--- config.mk ---
export PLATFORM = sky130hd
export DESIGN_NAME = imm_inst_encoder
export DESIGN_NICKNAME = d
export VERILOG_FILES = /design/src/rtl/imm_inst_encoder.sv
export SDC_FILE = /design/constraint.sdc
export NUM_CORES = 1
export LEC_CHECK = 0
export BUFFER_PORTS_ARGS = -buffer_cell sky130_fd_sc_hd__buf_4
export CORE_UTILIZATION = 35
export CTS_BUF_LIST = sky130_fd_sc_hd__clkbuf_16
export DETAILED_ROUTE_END_ITERATION = 10
export HOLD_SLACK_MARGIN = 0.03
export PLACE_DENSITY = 0.67
export SETUP_SLACK_MARGIN = 0.3
export SYNTH_ARGS = -nofsm -noshare
export SYNTH_HDL_FRONTEND = slang
export SYNTH_SLANG_ARGS = --single-unit
--- constraint.sdc ---
create_clock -name clk -period 1.35 [get_ports clk]
set_clock_uncertainty 0.15 [all_clocks]
set_input_delay 0.0675 -clock clk [delete_from_list [all_inputs] [get_ports clk]]
set_output_delay 0.0675 -clock clk [all_outputs]
set_load 0.01 [all_outputs]
--- src/rtl/imm_inst_encoder.sv ---
// imm_inst_encoder: packs RV32I fields and a signed immediate into an instruction word behind
// one valid/ready output register with a running write address. Optional range checking: `IMM_RANGE_CHECK_EN.
module imm_inst_encoder #(
  parameter int ADDR_W    = 10,
  parameter int BASE_ADDR = 0,
  parameter int ADDR_STEP = 4
) (
  input  logic              clk,
  input  logic              rst,
  input  logic              restart,
  input  logic              in_valid,
  output logic              in_ready,
  input  logic [2:0]        sl,
  input  logic [6:0]        opcode,
  input  logic [4:0]        rd,
  input  logic [2:0]        funct3,
  input  logic [4:0]        rs1,
  input  logic [4:0]        rs2,
  input  logic [6:0]        funct7,
  input  logic [31:0]       imm,
  output logic              out_valid,
  input  logic              out_ready,
  output logic [31:0]       out_inst,
  output logic [ADDR_W-1:0] out_addr,
  output logic              err_sticky
);

  localparam logic [2:0] SL_I = 3'b000;
  localparam logic [2:0] SL_S = 3'b001;
  localparam logic [2:0] SL_B = 3'b010;
  localparam logic [2:0] SL_J = 3'b011;
  localparam logic [2:0] SL_U = 3'b100;
  localparam logic [2:0] SL_R = 3'b101;

  localparam logic [31:0]       NOP       = 32'h0000_0013;
  localparam logic [ADDR_W-1:0] ADDR_BASE = ADDR_W'(BASE_ADDR);
  localparam logic [ADDR_W-1:0] ADDR_INC  = ADDR_W'(ADDR_STEP);

  logic [31:0] enc_word;
  logic        emit;
  logic        accept;
  logic        deliver;

  // Bit placement mirrors the immediate extender exactly, so extend(encode(x)) == x.
  always_comb begin
    enc_word = NOP;
    case (sl)
      SL_I:    enc_word = {imm[11:0], rs1, funct3, rd, opcode};
      SL_S:    enc_word = {imm[11:5], rs2, rs1, funct3, imm[4:0], opcode};
      SL_B:    enc_word = {imm[12], imm[10:5], rs2, rs1, funct3, imm[4:1], imm[11], opcode};
      SL_J:    enc_word = {imm[20], imm[10:1], imm[11], imm[19:12], rd, opcode};
      SL_U:    enc_word = {imm[31:12], rd, opcode};
      SL_R:    enc_word = {funct7, rs2, rs1, funct3, rd, opcode};
      default: enc_word = NOP;
    endcase
  end

  assign in_ready = !restart && (!out_valid || out_ready);
  assign accept   = in_valid && in_ready;
  assign deliver  = out_valid && out_ready;

`ifdef IMM_RANGE_CHECK_EN
  logic signed [31:0] simm;
  logic               range_bad;
  logic               err_q;

  assign simm = $signed(imm);

  always_comb begin
    range_bad = 1'b0;
    case (sl)
      SL_I, SL_S: range_bad = (simm < -32'sd2048) || (simm > 32'sd2047);
      SL_B:       range_bad = (simm < -32'sd4096) || (simm > 32'sd4094) || imm[0];
      SL_J:       range_bad = (simm < -32'sd1048576) || (simm > 32'sd1048574) || imm[0];
      SL_U:       range_bad = (imm[11:0] != 12'd0);
      SL_R:       range_bad = 1'b0;
      default:    range_bad = 1'b1;
    endcase
  end

  assign emit = !range_bad;

  always_ff @(posedge clk) begin
    if (rst) begin
      err_q <= 1'b0;
    end else if (restart) begin
      err_q <= 1'b0;
    end else if (accept && range_bad) begin
      err_q <= 1'b1;
    end
  end

  assign err_sticky = err_q;
`else
  assign emit       = 1'b1;
  assign err_sticky = 1'b0;
`endif

  // A rejected word still consumes its input handshake but never reaches the output register.
  always_ff @(posedge clk) begin
    if (rst) begin
      out_valid <= 1'b0;
      out_inst  <= 32'd0;
      out_addr  <= ADDR_BASE;
    end else if (restart) begin
      out_valid <= 1'b0;
      out_addr  <= ADDR_BASE;
    end else begin
      if (deliver) begin
        out_addr <= out_addr + ADDR_INC;
      end
      if (accept && emit) begin
        out_valid <= 1'b1;
        out_inst  <= enc_word;
      end else if (deliver) begin
        out_valid <= 1'b0;
      end
    end
  end

endmodule

# Word-level counts from Yosys, hierarchy flattened
# Cells that the tools add are included.
[op_classes] div=0 n_mul=0 bitwise_logic=1 add_sub_neg=1 mux=3 n_reduce_logical=10 shift=0 n_eq_ne=5 magnitude_cmp=0
[ops] cell="$pmux 32 s6" count=1
[ops] cell="$add 10x3->10 const B" count=1
[ops] cell="$eq 3x2->1 const B" count=2
[ops] cell="$eq 3x3->1 const B" count=2
[ops] cell="$eq 3x1->1 const B" count=1
[ops] cell="$logic_and 1x1->1" count=3
[ops] cell="$logic_not 3->1" count=1
[ops] cell="$logic_not 1->1" count=2
[ops] cell="$mux 1" count=2
[ops] cell="$reduce_and 2->1" count=1
[ops] cell="$reduce_bool 2->1" count=1
[ops] cell="$reduce_or 2->1" count=1
[ops] cell="$logic_or 1x1->1" count=1
[ops] cell="$not 1->1" count=1
[word_totals] ram_bits=0 ff_bits=43 latch_bits=0 elab_cells=23 rom_bits=0 mem_count=0

# Logic depth before layout (Yosys ltp)
[depth] depth_word=5 depth_mapped=6

# Least setup slack after synthesis
# Ideal clock, no wire load.
[synth_timing] path_kind="reg-to-reg" start="register out_valid" end="register out_inst[28]" period_less_slack_ps=1468 path_stages_with_launch=7 arrival_ps=1243 slack_ps=-118 setup_ps=74 required_time_ps=1126 path_cell_list="dfxtp_1 > nor2b_4 > or2_1 > buf_6 > buf_12 > nand2_1 > a31oi_1"
[synth_via] elab_chain_cells=5
[synth_lines] element="from (decl)" line="21" text="output logic out_valid,"
[synth_lines] element="from (signal assigned)" line="102" text="out_valid <= 1'b0;"
[synth_lines] element="from (signal assigned)" line="106" text="out_valid <= 1'b0;"
[synth_lines] element="from (signal assigned)" line="113" text="out_valid <= 1'b1;"
[synth_lines] element="$logic_not 1->1" line="58" text="assign in_ready = !restart && (!out_valid || out_ready);"
[synth_lines] element="$logic_or 1x1->1" line="58"
[synth_lines] element="$logic_and 1x1->1" line="58"
[synth_lines] element="$logic_and 1x1->1" line="59" text="assign accept = in_valid && in_ready;"
[synth_lines] element="$reduce_and 2->1 (no source line)"
[synth_lines] element="to (signal assigned)" line="114" text="out_inst <= enc_word;"
[synth_lines] element="to (decl)" line="23" text="output logic [31:0] out_inst,"
# Every way passes these cells.
# A chain may end at the register's enable or synchronous reset.

# Final worst setup path
[layout_timing] start="register out_valid" end="register out_inst[16]"
# The elaborated chain is that of the path after synthesis.

==> run metrics <==
most frequent cells in the layout buf_4 (127), dfxtp_1 (28), nand2_1 (25); sequential share of power 36.9%; CP startpoint kind flop; total of max-cap violations 0; Routed Wire Length between 7000 and 8000 um; # fillers 583; Layout Nets 504; final worst slack -0.0404 ns; DRC 0; ys async rst share 0%; site row count 30; P_leak 1.76 nW; CTS Sinks 41; fin cells 528; DRT antenna net count 0; clock slew at reported path FFs ~0.06 ns; PwrDens around 830 nW/um^2; first-pass GRT wire length 12200 um; Post-Syn Area 2530 um^2; logic gate share of total power roughly 26%; io pins ~120; vias 2663; post-route clock period utilization 103%; clock power share 37.2%; worst skew pair latency 0.28 ns; final worst path period need ~1.4 ns; DP HPWL 5720 um; GPL Wtd Cong 0.778; CP Max Fanout 7; fmax just over 700 MHz; initial antenna violation count 0; Die ar. 7570 um^2; largest net degree at the start of global routing 31; clk buf depth 2; Die W 87 um; ys flop type dfxtp_1; Netlist cell types 45; most common cell after layout, fill and taps aside buf_4; Slew Viols, Final 0; hold buffers post-CTS 15; Fin Hold WS -0.0603 ns; Layout area overhead 68.4%; total global-route track usage 20.7%; endpoints failing setup 17; DR WL/cell around 15 um; register area share after synthesis between 30% and 40%; number of flops mapped to enable cells by yosys 0; Die Ht 87 um; Pwr Total 3.53 mW; type of the worst setup path reg2reg; P_sw ~0.97 mW; port bufs about 110; router iterations before antenna repair 4; Worst EP required roughly 1.4 ns; Initial Util 36.8%; CTS buffer count 5; Worst setup EP type flop; Final Hold Viols 9; # diodes 0; outcome complete, but fails checks; H-tree Lvls 2; grt ovf 0; worst path arrival time roughly 1.4 ns; vias in the first global route 2581; Net Sw Frac roughly 27%; fraction of layout instances using a drive strength above 1 between 50% and 60%; HP Class in2reg; Syn Inst Count 288; P_int 2.56 mW; maximum VDD drop 0.543 mV; routed vias/inst 5.04; dpl cells 495; post-synthesis sequential element count 41; DR iter-0 viols 59; RSZ-0062 raised after global routing true; Final Core Density around 62%; violated checks negative hold slack, negative setup slack; clk root buf clkbuf_16; CTS tree done; Syn Area/Cell approximately 9 um^2; core area 6870 um^2; Yosys warnings 0
[logic make-up after synthesis]
kind of cell	after synthesis	synth area share, %
other	1	0.148
adder cells (fa/ha/maj)	1	0.495
flip-flops	41	32.5
AO/OA/AOI/OAI	85	27.2
XOR/XNOR	5	1.73
buffers and inverters	33	8.81
AND/OR/NAND/NOR	103	21.3
multiplexers	19	7.82
[power groups by stage]
stage	logic, mW	clock network (mW)	registers, mW
finish	0.914	1.31	1.30
global placement	0.766	0	1.32
global route	0.980	1.40	1.31
detailed placement	0.778	0	1.32
CTS	0.851	1.33	1.29
floorplan	0.408	0	1.34
[what timing repair did]
item	in CTS	in global routing
setup endpoints to repair	41	49
resized for setup	24	26
pin swaps	11	17
setup buffers	4	3
cloned	0	3
hold endpoints to repair	25	9
[worst max-delay path: stages, from the launching register on]
cell and delay, ns:
dfxtp_4 0.34, nor2b_4 0.24, nor2_4 0.07, buf_12 0.15
clkbuf_16 0.16, a211oi_4 0.19
[state kept, by name, indices dropped and copies added, names as in the netlist]
| register | flops |
|---|---|
| out_valid | 1 |
| out_addr | 8 |
| out_inst | 32 |
[stage by stage]
stage               setup slack, ns  area, um^2  setup TNS (ns)  hold slack [ns]
finish                      -0.0404        4260          -0.209          -0.0603
global route                -0.0891        4260           -1.94          -0.0681
CTS                         -0.0346        4070          -0.161          -0.0680
detailed placement          -0.0836        3630           -1.22            0.144
global placement            -0.0424        3630          -0.545            0.143
floorplan                   -0.0132        2670         -0.0883          -0.0104
[synthesized netlist by cell type, drive strengths merged (6+ instances only)]
cell type | n | area (um^2)
mux2 | 6 | 67.6
a211oi | 19 | 195
a31oi | 6 | 37.5
nor3b | 6 | 45.0
a21oi | 27 | 143
dfxtp | 41 | 821
buf | 21 | 178
nand3b | 14 | 105
nand2 | 31 | 116
a221oi | 8 | 120
nor2 | 34 | 143
clkbuf | 6 | 22.5
o21ai | 9 | 45.0
mux2i | 13 | 130
inv | 6 | 22.5
[path summary, 6_finish.rpt]
kind	start	to	slack, ns	cells after the start
setup / recovery	out_valid$_SDFFE_PP0P_	out_inst[16]$_SDFFE_PP0P_	-0.04	5
hold / removal	rst	out_inst[23]$_SDFFE_PP0P_	-0.06	2
hold reg to reg	out_inst[8]$_SDFFE_PP0P_	out_inst[8]$_SDFFE_PP0P_	0.31	2
setup reg to reg	out_valid$_SDFFE_PP0P_	out_inst[16]$_SDFFE_PP0P_	-0.04	5
[area by class of cell]
| type | count | area, um^2 | area share [%] |
|---|---|---|---|
| clock buffers | 6 | 150 | 3.53 |
| multi-input cells | 216 | 1710 | 40.2 |
| flip-flops and latches | 41 | 852 | 20.0 |
| well taps | 96 | 120 | 2.82 |
| clock inverters | 2 | 16.3 | 0.382 |
| inverters | 6 | 22.5 | 0.529 |
| repair buffers | 161 | 1380 | 32.5 |
[per-layer routing]
layer,GRT usage (%),share of wire [%]
met2,35.9,51
met3,6.26,5.2
met4,5.00,1.2
met5,0,0
met1,24.9,43
(Power assumes the default switching activity.)
